`config.mk`:
```
export PLATFORM = sky130hd
export DESIGN_NAME = wb_sequencer
export DESIGN_NICKNAME = d
export VERILOG_FILES = /design/src/rtl/wb_pkg.sv /design/src/rtl/wb_timeout_timer.sv /design/src/rtl/wb_sequencer.sv
export SDC_FILE = /design/constraint.sdc
export NUM_CORES = 1
export LEC_CHECK = 0
export ABC_AREA = 1
export CAP_MARGIN = 40
export CORE_MARGIN = 1
export CORE_UTILIZATION = 25
export DETAILED_ROUTE_END_ITERATION = 6
export PLACE_DENSITY = 0.45
export RECOVER_POWER = 25
export SYNTH_ARGS = -nofsm -noshare
export SYNTH_HDL_FRONTEND = slang
export SYNTH_SLANG_ARGS = --single-unit
```
`constraint.sdc`:
```
create_clock -name clk -period 1.8 [get_ports clk]
set_input_delay 0.27 -clock clk [delete_from_list [all_inputs] [get_ports clk]]
set_output_delay 0.27 -clock clk [all_outputs]
set_load 0.005 [all_outputs]
```
`src/rtl/wb_pkg.sv`:
```
// Shared types for the writeback sequencer: mux source encoding, FSM states,
// and the source legality check used when a request is accepted.
package wb_pkg;

    typedef enum logic [2:0] {
        WB_ALU   = 3'd0,
        WB_MEM   = 3'd1,
        WB_IMM   = 3'd2,
        WB_SHIFT = 3'd3,
        WB_PC4   = 3'd4,
        WB_FLAG  = 3'd5
    } wb_src_e;

    typedef enum logic [1:0] {
        IDLE     = 2'd0,
        WAIT_MEM = 2'd1,
        COMMIT   = 2'd2,
        ERR      = 2'd3
    } wb_state_e;

    localparam logic [2:0] WB_SEL_IDLE = 3'd0;

    // Selects 6 and 7 have no mux input behind them.
    function automatic logic is_legal_src(input logic [2:0] src);
        return (src <= 3'(WB_FLAG));
    endfunction

endpackage

```
`src/rtl/wb_timeout_timer.sv`:
```
// Clear/enable up-counter that flags the last allowed cycle of a memory wait.
// expire is high while the count sits at MEM_TIMEOUT-1.
module wb_timeout_timer #(
    parameter int MEM_TIMEOUT = 15
) (
    input  logic clk,
    input  logic reset_n,
    input  logic clear,
    input  logic enable,
    output logic expire
);

    localparam int TW = (MEM_TIMEOUT > 1) ? $clog2(MEM_TIMEOUT) : 1;

    logic [TW-1:0] count;

    assign expire = (count == TW'(MEM_TIMEOUT - 1));

    // NOTE: state registers use non-blocking assignments so every flop samples
    // pre-edge values; blocking here would create order-dependent simulation.
    always_ff @(posedge clk or negedge reset_n) begin
        if (!reset_n) begin
            count <= '0;
        end else if (clear) begin
            count <= '0;
        end else if (enable && !expire) begin
            count <= count + TW'(1);
        end
    end

endmodule

```
`src/rtl/wb_sequencer.sv`:
```
// Writeback sequencer: accepts one request at a time, waits for load data on
// memory-sourced writes, and drives the register-file write port and mux select.
module wb_sequencer
    import wb_pkg::*;
#(
    parameter int MEM_TIMEOUT = 15,
    parameter int CNT_W       = 32
) (
    input  logic             clk,
    input  logic             reset_n,
    input  logic             issue_valid,
    output logic             issue_ready,
    input  logic [2:0]       issue_src,
    input  logic [4:0]       issue_rd,
    input  logic             issue_wen,
    input  logic             mem_done,
    output logic [2:0]       wb_sel,
    output logic             rf_wen,
    output logic [4:0]       rf_rd,
    output logic             wb_err,
    output logic             err_sticky,
    input  logic             err_clear,
    output logic [CNT_W-1:0] retired_count
);

    wb_state_e  state;
    logic [2:0] src_q;
    logic [4:0] rd_q;
    logic       wen_q;
    logic       timer_expire;

    // Timer is held at zero everywhere except WAIT_MEM, so each wait starts fresh.
    wb_timeout_timer #(
        .MEM_TIMEOUT(MEM_TIMEOUT)
    ) u_timer (
        .clk    (clk),
        .reset_n(reset_n),
        .clear  (state != WAIT_MEM),
        .enable (state == WAIT_MEM),
        .expire (timer_expire)
    );

    // Outputs are assigned on the edge that enters each state, so they are
    // valid for exactly the cycle the FSM spends in that state.
    always_ff @(posedge clk or negedge reset_n) begin
        if (!reset_n) begin
            state         <= IDLE;
            src_q         <= WB_SEL_IDLE;
            rd_q          <= '0;
            wen_q         <= 1'b0;
            issue_ready   <= 1'b1;
            wb_sel        <= WB_SEL_IDLE;
            rf_wen        <= 1'b0;
            rf_rd         <= '0;
            wb_err        <= 1'b0;
            err_sticky    <= 1'b0;
            retired_count <= '0;
        end else begin
            rf_wen <= 1'b0;
            wb_err <= 1'b0;
            // A pulse in flight (or being raised below) overrides the clear.
            if (err_clear && !wb_err) begin
                err_sticky <= 1'b0;
            end

            unique case (state)
                IDLE: begin
                    wb_sel <= WB_SEL_IDLE;
                    if (issue_valid) begin
                        src_q       <= issue_src;
                        rd_q        <= issue_rd;
                        wen_q       <= issue_wen;
                        issue_ready <= 1'b0;
                        if (issue_src == 3'(WB_MEM)) begin
                            state  <= WAIT_MEM;
                            wb_sel <= 3'(WB_MEM);
                        end else if (is_legal_src(issue_src)) begin
                            state         <= COMMIT;
                            wb_sel        <= issue_src;
                            rf_rd         <= issue_rd;
                            rf_wen        <= issue_wen && (issue_rd != 5'd0);
                            retired_count <= retired_count + CNT_W'(1);
                        end else begin
                            state      <= ERR;
                            wb_err     <= 1'b1;
                            err_sticky <= 1'b1;
                        end
                    end
                end

                WAIT_MEM: begin
                    if (mem_done) begin
                        state         <= COMMIT;
                        wb_sel        <= src_q;
                        rf_rd         <= rd_q;
                        rf_wen        <= wen_q && (rd_q != 5'd0);
                        retired_count <= retired_count + CNT_W'(1);
                    end else if (timer_expire) begin
                        state      <= ERR;
                        wb_sel     <= WB_SEL_IDLE;
                        wb_err     <= 1'b1;
                        err_sticky <= 1'b1;
                    end
                end

                COMMIT, ERR: begin
                    state       <= IDLE;
                    wb_sel      <= WB_SEL_IDLE;
                    issue_ready <= 1'b1;
                end

                default: begin
                    state       <= IDLE;
                    wb_sel      <= WB_SEL_IDLE;
                    issue_ready <= 1'b1;
                end
            endcase
        end
    end

endmodule
```
# After elaboration in Yosys (flattened, before gate mapping)
# Index checks and enable logic that the tools add are counted.
[word_totals] inputBits=14 output_inout_bits=44 ff_bits=59
[classes] add_sub_neg=2 n_reduce_logical=17 eq_ne=11 n_mux=44 n_lt_le_gt_ge=1
[op_table] op="32-bit two-way mux" count=4
[op_table] op="32-bit one-hot mux with 2 select lines" count=1
[op_table] op="32-bit by 1-bit adder with 32-bit output, second input constant" count=1
[op_table] op="5-bit two-way mux" count=4
[op_table] op="1-bit two-way mux" count=17
[op_table] op="3-bit two-way mux" count=5
[op_table] op="5-bit one-hot mux with 2 select lines" count=1
[op_table] op="5-bit nonzero test" count=2
[op_table] op="3-bit one-hot mux with 3 select lines" count=1
[op_table] op="2-bit two-way mux" count=4
[op_table] op="4-bit two-way mux" count=2
[op_table] op="2-bit != test, second input constant" count=4
[op_table] op="1-bit one-hot mux with 2 select lines" count=4
[op_table] op="2-bit one-hot mux with 3 select lines" count=1
[op_table] op="2-bit AND reduction" count=3
[op_table] op="2-bit nonzero test" count=3
[op_table] op="5-bit AND reduction" count=1
[op_table] op="4-bit by 1-bit adder with 4-bit output, second input constant" count=1
[op_table] op="2-bit equality test, second input constant" count=2
[op_table] op="4-bit equality test, second input constant" count=1
[op_table] op="1-bit logical AND" count=4
[op_table] op="3-bit by 1-bit equality test with 1-bit output, second input constant" count=1
[op_table] op="3-bit <= comparator, second input constant" count=1
[op_table] op="3-bit != test, second input constant" count=1
[op_table] op="other kinds (5)" count=6

# Logic depth before layout (Yosys ltp)
# Gate-level depths: netlist (run 1).
[logic_depth] word_depth=7 mapped_depth=10 ltp_nobuf=10

# Cells and area by module
# From an unflattened synthesis (run 1), not the netlist that was laid out.
[unflattened] hier_cells=416 area_unflattened_um2=3201.8
[modules_own_cells] mod="wb_sequencer" cells_per_inst=384 area_each_um2=2952.8 instances=1
[modules_own_cells] mod="wb_timeout_timer" cells_per_inst=32 area_each_um2=249.0 instances=1

# Worst setup path after synthesis (run 1)
# No wires, ideal clock.
[synth_timing] kind="register to register" from="register retired_count[1]" to="register retired_count[16]" synth_period_minus_slack_ps=1461 path_buffers=0 path_stages_with_launch=8 arrival_ps=1337 setup_slack_ps=339 path_cell_list="dfrtp_1 ha_1 inv_1 nor2_2 nand3_1 nor2_1 nand2_1 xnor2_1"
[synth_via] elab_chain_cells=5
[synth_lines] item="from (decl)" line_no="wb_sequencer.sv:23" rtl="output logic [CNT_W-1:0] retired_count"
[synth_lines] item="from (signal assigned)" line_no="wb_sequencer.sv:82" rtl="retired_count <= retired_count + CNT_W'(1);"
[synth_lines] item="from (signal assigned)" line_no="wb_sequencer.sv:97" rtl="retired_count <= retired_count + CNT_W'(1);"
[synth_lines] item="32-bit by 1-bit adder with 32-bit output *" line_no="wb_sequencer.sv:82, wb_sequencer.sv:97"
[synth_lines] item="32-bit two-way mux" line_no="wb_sequencer.sv:77" rtl="end else if (is_legal_src(issue_src)) begin"
[synth_lines] item="32-bit two-way mux" line_no="wb_sequencer.sv:74" rtl="if (issue_src == 3'(WB_MEM)) begin"
[synth_lines] item="32-bit two-way mux" line_no="wb_sequencer.sv:69" rtl="if (issue_valid) begin"
[synth_lines] item="32-bit one-hot mux with 2 select lines *" line_no="wb_sequencer.sv:66" rtl="unique case (state)"
# Every way passes the cells marked *; elsewhere a longest branch is shown, timed or not. The select of a mux whose other input is x is not followed.
# A chain may end at the register's enable or synchronous reset.

# Worst setup path after layout (run 1)
[layout_timing] from="register issue_ready" to="output issue_ready"
[layout_lines] item="from (decl)" line_no="wb_sequencer.sv:12" rtl="output logic issue_ready,"
[layout_lines] item="from (signal assigned)" line_no="wb_sequencer.sv:51" rtl="issue_ready <= 1'b1;"
[layout_lines] item="from (signal assigned)" line_no="wb_sequencer.sv:73" rtl="issue_ready <= 1'b0;"
[layout_lines] item="from (signal assigned)" line_no="wb_sequencer.sv:109" rtl="issue_ready <= 1'b1;"
# No word-level cell between the ends.

==> results of run 1 <==
## per-stage QoR
| step | TNS (ns) | area (um^2) | power, mW |
|---|---|---|---|
| 2_1_floorplan | 0 | 3190 | 2.55 |
| 3_3_place_gp | 0 | 4080 | 3.24 |
| 3_5_place_dp | -0.0147 | 4080 | 3.24 |
| 4_1_cts | 0 | 4390 | 5.04 |
| 5_1_grt | 0 | 4390 | 5.28 |
| 6_report | 0 | 4390 | 4.95 |
## worst min-delay path, cell delays in order (launching register included)
cell and delay (ns):
dfrtp_1 0.34, nand2_1 0.05, nand2_1 0.06
## Yosys cell counts, types with 3 or more instances
cell type / count / area (um^2)
a21oi_1: 4 / 20.0
dfrtp_1: 58 / 1450
ha_1: 3 / 37.5
inv_1: 36 / 135
nand2_1: 168 / 631
nand3_1: 20 / 100
nand3b_1: 3 / 22.5
nand4_1: 5 / 31.3
nor2_1: 47 / 176
nor2_2: 5 / 31.3
nor2_4: 7 / 78.8
nor3_1: 6 / 30.0
o21ai_0: 20 / 100
xnor2_1: 5 / 43.8
xor2_1: 14 / 123
## power groups by stage
| stage | combinational (mW) | clock [mW] | sequential [mW] |
|---|---|---|---|
| floorplan | 0.733 | 0 | 1.82 |
| global placement | 1.40 | 0 | 1.84 |
| detailed placement | 1.41 | 0 | 1.83 |
| CTS | 1.42 | 1.80 | 1.82 |
| global route | 1.56 | 1.86 | 1.85 |
| finish | 1.38 | 1.75 | 1.82 |
## flip-flops by register name, summed over array words and instances, names as in the netlist
register	cells
rf_rd	5
u_timer.count	4
wen_q	1
state	2
rf_wen	1
retired_count	32
rd_q	5
err_sticky	1
issue_ready	1
wb_sel	3
wb_err	1
src_q	3
## path summary, 6_finish.rpt
| check | start | end | slack (ns) | cells after the start |
|---|---|---|---|---|
| min | wen_q | wen_q | 0.48 | 2 |
| max | issue_ready | issue_ready | 0.19 | 1 |
| min reg2reg | wen_q | wen_q | 0.48 | 2 |
| max in group asynchronous | reset_n | retired_count[6] | 0.56 | 3 |
| min in group asynchronous | reset_n | retired_count[25] | 0.63 | 3 |
| max reg2reg | retired_count[13] | retired_count[27] | 0.20 | 9 |
## routing by layer
metal / global-route usage / vias to the layer above / part of all wire / routed length [um]
li1: - / 1490 / - / -
met1: 0.180 / 1335 / 0.46 / 3900
met2: 0.233 / 63 / 0.48 / 4020
met3: 0.0322 / 8 / 0.046 / 388
met4: 0.0468 / 0 / 0.012 / 97
met5: 0 / - / 0 / 0
## layout make-up
class / instances / area [um^2] / area share
clock buffers: 12 / 256 / 0.0585
multi-input cells: 319 / 1520 / 0.347
inverters: 38 / 145 / 0.0331
flip-flops and latches: 59 / 1480 / 0.337
well taps: 168 / 210 / 0.0479
clock inverters: 4 / 50.0 / 0.0114
repair buffers: 77 / 724 / 0.165
## repair_timing
action                    CTS  global route
gates resized for setup     0             0
hold buffers                1             0
hold endpoints to repair   41             0
## cells by family (layout without fill, tap and decap cells)
| group | count (synthesis) | after routing | synth area share |
|---|---|---|---|
| xor+xnor | 19 | 19 | 0.0521 |
| simple gates | 267 | 267 | 0.360 |
| flops | 59 | 59 | 0.463 |
| buf+inv | 45 | 131 | 0.0604 |
| compound gates | 30 | 30 | 0.0529 |
| fa+ha+maj | 3 | 3 | 0.0118 |
==> out/metrics.yaml, run 1 <==
clock_network:
  post-cts-setup-buffers: 0
  htree_levels: 3
  clock_latency_ns: 0.33
  clkSlewWorstSetupHoldPaths_ns: 0.06
  cts_buffer_depth: 2
  cts_made_buffers: 9
  cts_tree: "built"
  clock_sinks: 59
  clk_root_buffer_cell: "clkbuf_16"
drt:
  antenna_left: 0
  dr_total_vias: 2896
  viasPerCell: 4.28
  totalWireLength_mm: 8.40
  wire_per_inst_um: 12.4
  drtIter0Drc: 131
  route.detailed.drc: 0
  dr.pass1.iters: 7
synthesis:
  ys_ff_latch: 59
  synthCells: 423
  yosysWarnings: 0
  syn_area_per_cell_um2: 7.55
  ys_async_sr_fraction: 1.00
  synth-edff-count: 0
  synth_seq_area_share: 0.463
  yosysUniqueCellTypes: 32
  mappedNetlistArea_mm2: 0.00319
  synthFlopType: "dfrtp_1"
  synth_fp_nets: 440
setup_path:
  worstPathArrival_ns: 1.34
  cp_cell_sequence: "clkdlybuf4s50_1"
  max_stage_delay_ns: 0.53
  cp_slowest_cell: "dfstp_2"
  cp-start-kind: "flip-flop"
  worst-endpoint-required_ns: 1.53
  critical-path-top-delay-family: "flip-flops"
  path_max_fanout: 2
  path_buf_inv: 1
  cp-end-kind: "output pin"
  critPathKind: "flip-flop to output pin"
sta:
  fmax_mhz: 619
  worstMarginPinSlew_ns: 0.854
  slew_viol_final: 0
  final.period_utilization: 0.897
  hold_violations: 0
  min_period_ns: 1.61
  setup_slack_ns: 0.185
  rsz0062_at_grt: "false"
  setup_viol: 0
  finClkSkew_ns: 0.00808
  max_slew_margin: 0.431
  hold-worst-slack_ns: 0.481
floorplanning:
  die_area_mm2: 0.0132
  initial_utilization: 0.261
  die_w_um: 115
  core_area_mm2: 0.0122
  die_y_um: 115
  fp-row-count: 40
  io_pins: 58
final_layout:
  stdcell_count: 677
  antenna_cells: 0
  layout_common_cells: "168 x nand2_1, 58 x dfrtp_1, 56 x clkdlybuf4s50_1"
  num-nets-final: 521
  final_util: 0.359
  fill_cells: 1324
  layout_commonest_cell: "nand2_1"
  drive_gt1_frac: 0.102
  synthToLayoutAreaGrowth_pct: 37.4
placed_design:
  portBuffers: 57
  dp.cells: 660
  pre_cts_slack_ns: -0.0123
  routabilityCongestion: 0.788
  hpwl_mm: 6.47
power:
  peakVddDrop_mv: 0.586
  power_switching_mw: 1.55
  switching_share: 0.313
  p_int_mw: 3.40
  p_seq_frac: 0.367
  p_per_area_mw_per_mm2: 1130
  p_leak_nw: 1.93
  pwr-share-comb: 0.279
  p_clk_frac: 0.354
global_routing:
  grt_pass1_vias: 2918
  grt_max_degree: 33
  antenna_found_initial: 0
  grt-ovfl-total: 0
  grt.total_usage: 0.141
  grt_pass1_wl_mm: 14.4
outcome:
  status: "finished clean"
worst_hold_path:
  hold_class: "flip-flop to flip-flop"
job:
  max_cap_violations: 0
Power figures use the tool's default switching activity.
==> run 2, diff against run 1 <==
Settings changed: GPL_TIMING_DRIVEN set to 0, TNS_END_PERCENT set to 20.
==> run 2 against run 1 <==
Net effect: the flow now finishes with violations (max-capacitance violations, max-slew violations); largest cell class unchanged; critical path type unchanged; sequential share of layout area up 0.81 points; total power down 1.4%; largest power group unchanged; global-route usage up 0.45 points; clock skew about the same; utilization down 0.84 points; design area down 2.3%; critical endpoint is now retired_count[14]; sequential cell count unchanged.
==> out/metrics.yaml, run 2 (synthesis gave the netlist of run 1 again) <==
sta:
  min_period_ns: 1.63  # +0.0140 ns
  max_slew_margin: -0.00688  # -0.437
  worstMarginPinSlew_ns: 1.51  # +0.656 ns
  fmax_mhz: 614  # -0.86%
  setup_viol: 0  # unchanged
  slew_viol_final: 60  # +60
  rsz0062_at_grt: "false"
  final.period_utilization: 0.905  # +0.00777
  hold_violations: 0  # unchanged
  finClkSkew_ns: 0.00808  # +0.00000477 ns
final_layout:
  top_register: "retired_count"
  synthToLayoutAreaGrowth_pct: 34.2
  antenna_cells: 0  # unchanged
  layout_commonest_cell: "nand2_1"
  fill_cells: 1335  # +0.83%
  layout_common_cells: "168 x nand2_1, 58 x dfrtp_1, 56 x clkdlybuf4s50_1"
  largest_reg_flops: 32  # unchanged
  stdcell_count: 664  # -1.9%
  reg.largest.list: "retired_count (32), rd_q (5), rf_rd (5)"
  drive_gt1_frac: 0.0847  # -0.0175
  multi_input_area_mm2: 0.00153  # +0.82%
  final_util: 0.351  # -0.00840
  regArea_mm2: 0.00148  # unchanged
  num-nets-final: 508  # -2.5%
drt:
  top_layer_used: "met4"
  drt-met1-wl_mm: 3.86  # -0.97%
  antenna_left: 0  # unchanged
  drtIter0Drc: 136  # +3.8%
  wl_met3_um: 401  # +3.4%
  viasPerCell: 4.33  # +1.3%
  route.detailed.drc: 0  # unchanged
  totalWireLength_mm: 8.47  # +0.75%
  wl_met2_mm: 4.05  # +0.80%
  dr_total_vias: 2878  # -0.62%
  wire_per_inst_um: 12.7  # +2.7%
  dr.pass1.iters: 4  # -3
clock_network:
  clkSlewWorstSetupHoldPaths_ns: 0.05  # about the same
  ctsResizeCount: 0  # unchanged
  cts_tree: "built"
  post-cts-setup-buffers: 0  # unchanged
  clk_root_buffer_cell: "clkbuf_16"
  cts_hold_repair.buffers: 0  # -1
  htree_levels: 3  # unchanged
  clock_latency_ns: 0.34  # about the same
  cts_made_buffers: 9  # unchanged
  cts_buffer_depth: 2  # unchanged
  clock_sinks: 59  # unchanged
placed_design:
  hpwl_mm: 6.32  # -2.2%
  routabilityCongestion: 0.790  # +0.24%
  portBuffers: 57  # unchanged
  dp.cells: 648  # -1.8%
setup_path:
  worstReg2RegEnd: "retired_count[16]"
  critical-path-top-delay-family: "buffers and inverters"
  startpoint: "retired_count[14]"
  worstPathArrival_ns: 1.36  # +0.02 ns
  path_depth: 1  # unchanged
  cp-start-kind: "flip-flop"
  max_stage_delay_ns: 0.55  # +0.02 ns
  cp_slowest_cell: "clkdlybuf4s50_1"
  cp_cell_sequence: "clkdlybuf4s50_1"
  path_buf_inv: 1  # unchanged
  worst-endpoint-required_ns: 1.53  # about the same
  r2r_setup_slack_ns: 0.19  # about the same
  cp-end-kind: "output pin"
  path_max_fanout: 5  # +3
  ff2ff_path_depth: 7  # -2
  critPathKind: "flip-flop to output pin"
  r2r_start: "retired_count[1]"
power:
  p_leak_nw: 1.86  # -3.5%
  peakVddDrop_mv: 0.685  # +17%
  finalPower_mw: 4.88  # -1.4%
  p_per_area_mw_per_mm2: 1140  # +0.97%
outcome:
  violations: "max-capacitance violations, max-slew violations"
  status: "finished, violations left"
global_routing:
  grt_pass1_vias: 2905  # -0.45%
  grt_pass1_wl_mm: 14.3  # -0.29%
  grt_max_degree: 60  # +82%
  grt-ovfl-total: 0  # unchanged
  antenna_found_initial: 0  # unchanged
  grt.total_usage: 0.145  # +0.00451
worst_hold_path:
  hold_class: "primary input to asynchronous set/reset pin"
floorplanning:
  die_area_mm2: 0.0132  # unchanged
  initial_utilization: 0.261  # unchanged
  io_pins: 58  # unchanged
  die_y_um: 115  # unchanged
  core_area_mm2: 0.0122  # unchanged
  fp-row-count: 40  # unchanged
  die_w_um: 115  # unchanged
job:
  max_cap_violations: 1  # +1
## run 2: where the power goes
part           leakage [nW]  total [mW]  internal, mW  switching [mW]
sequential            0.784        1.83          1.61           0.214
combinational         0.928        1.32         0.571           0.748
clock                 0.146        1.73          1.08           0.656
total                  1.86        4.88          3.26            1.62
## run 2: layout make-up
cell class	instances	area share
multi-input cells	319	0.358
flip-flops and latches	59	0.345
repair buffers	57	0.132
clock buffers	9	0.0526
well taps	168	0.0491
inverters	38	0.0339
clock inverters	7	0.0181
plain buffers	7	0.0111
## run 2: metal layers
layer,global-route usage,vias up
met4,0.0554,0
met5,0,-
li1,-,1470
met2,0.243,59
met1,0.172,1336
met3,0.0485,13
## run 2: per-stage QoR
step | setup WS, ns | setup TNS [ns] | cell area [um^2] | hold slack (ns)
final | 0.171 | 0 | 4280 | 0.306
after global routing | 0.0273 | 0 | 4280 | 0.462
after CTS | 0.0665 | 0 | 4270 | 0.0415
after detailed placement | -0.0688 | -0.847 | 3970 | 0.410
after global placement | -1.65 | -97.36 | 3970 | 0.463
after floorplan | 0.339 | 0 | 3190 | -0.0256
## run 2: worst max path at each step
| stage | end |
|---|---|
| 2_1_floorplan | retired_count[16] |
| 3_3_place_gp | wb_sel[1] |
| 3_5_place_dp | retired_count[18] |
| 4_1_cts | retired_count[16] |
| 5_1_grt | retired_count[16] |
| 6_report | retired_count[14] |
==> run 3, diff against run 2 <==
Settings changed: GPL_TIMING_DRIVEN 0 to not set.
==> results of run 3 <==
No change in the layout: final DEF, timing and power equal those of run 1.
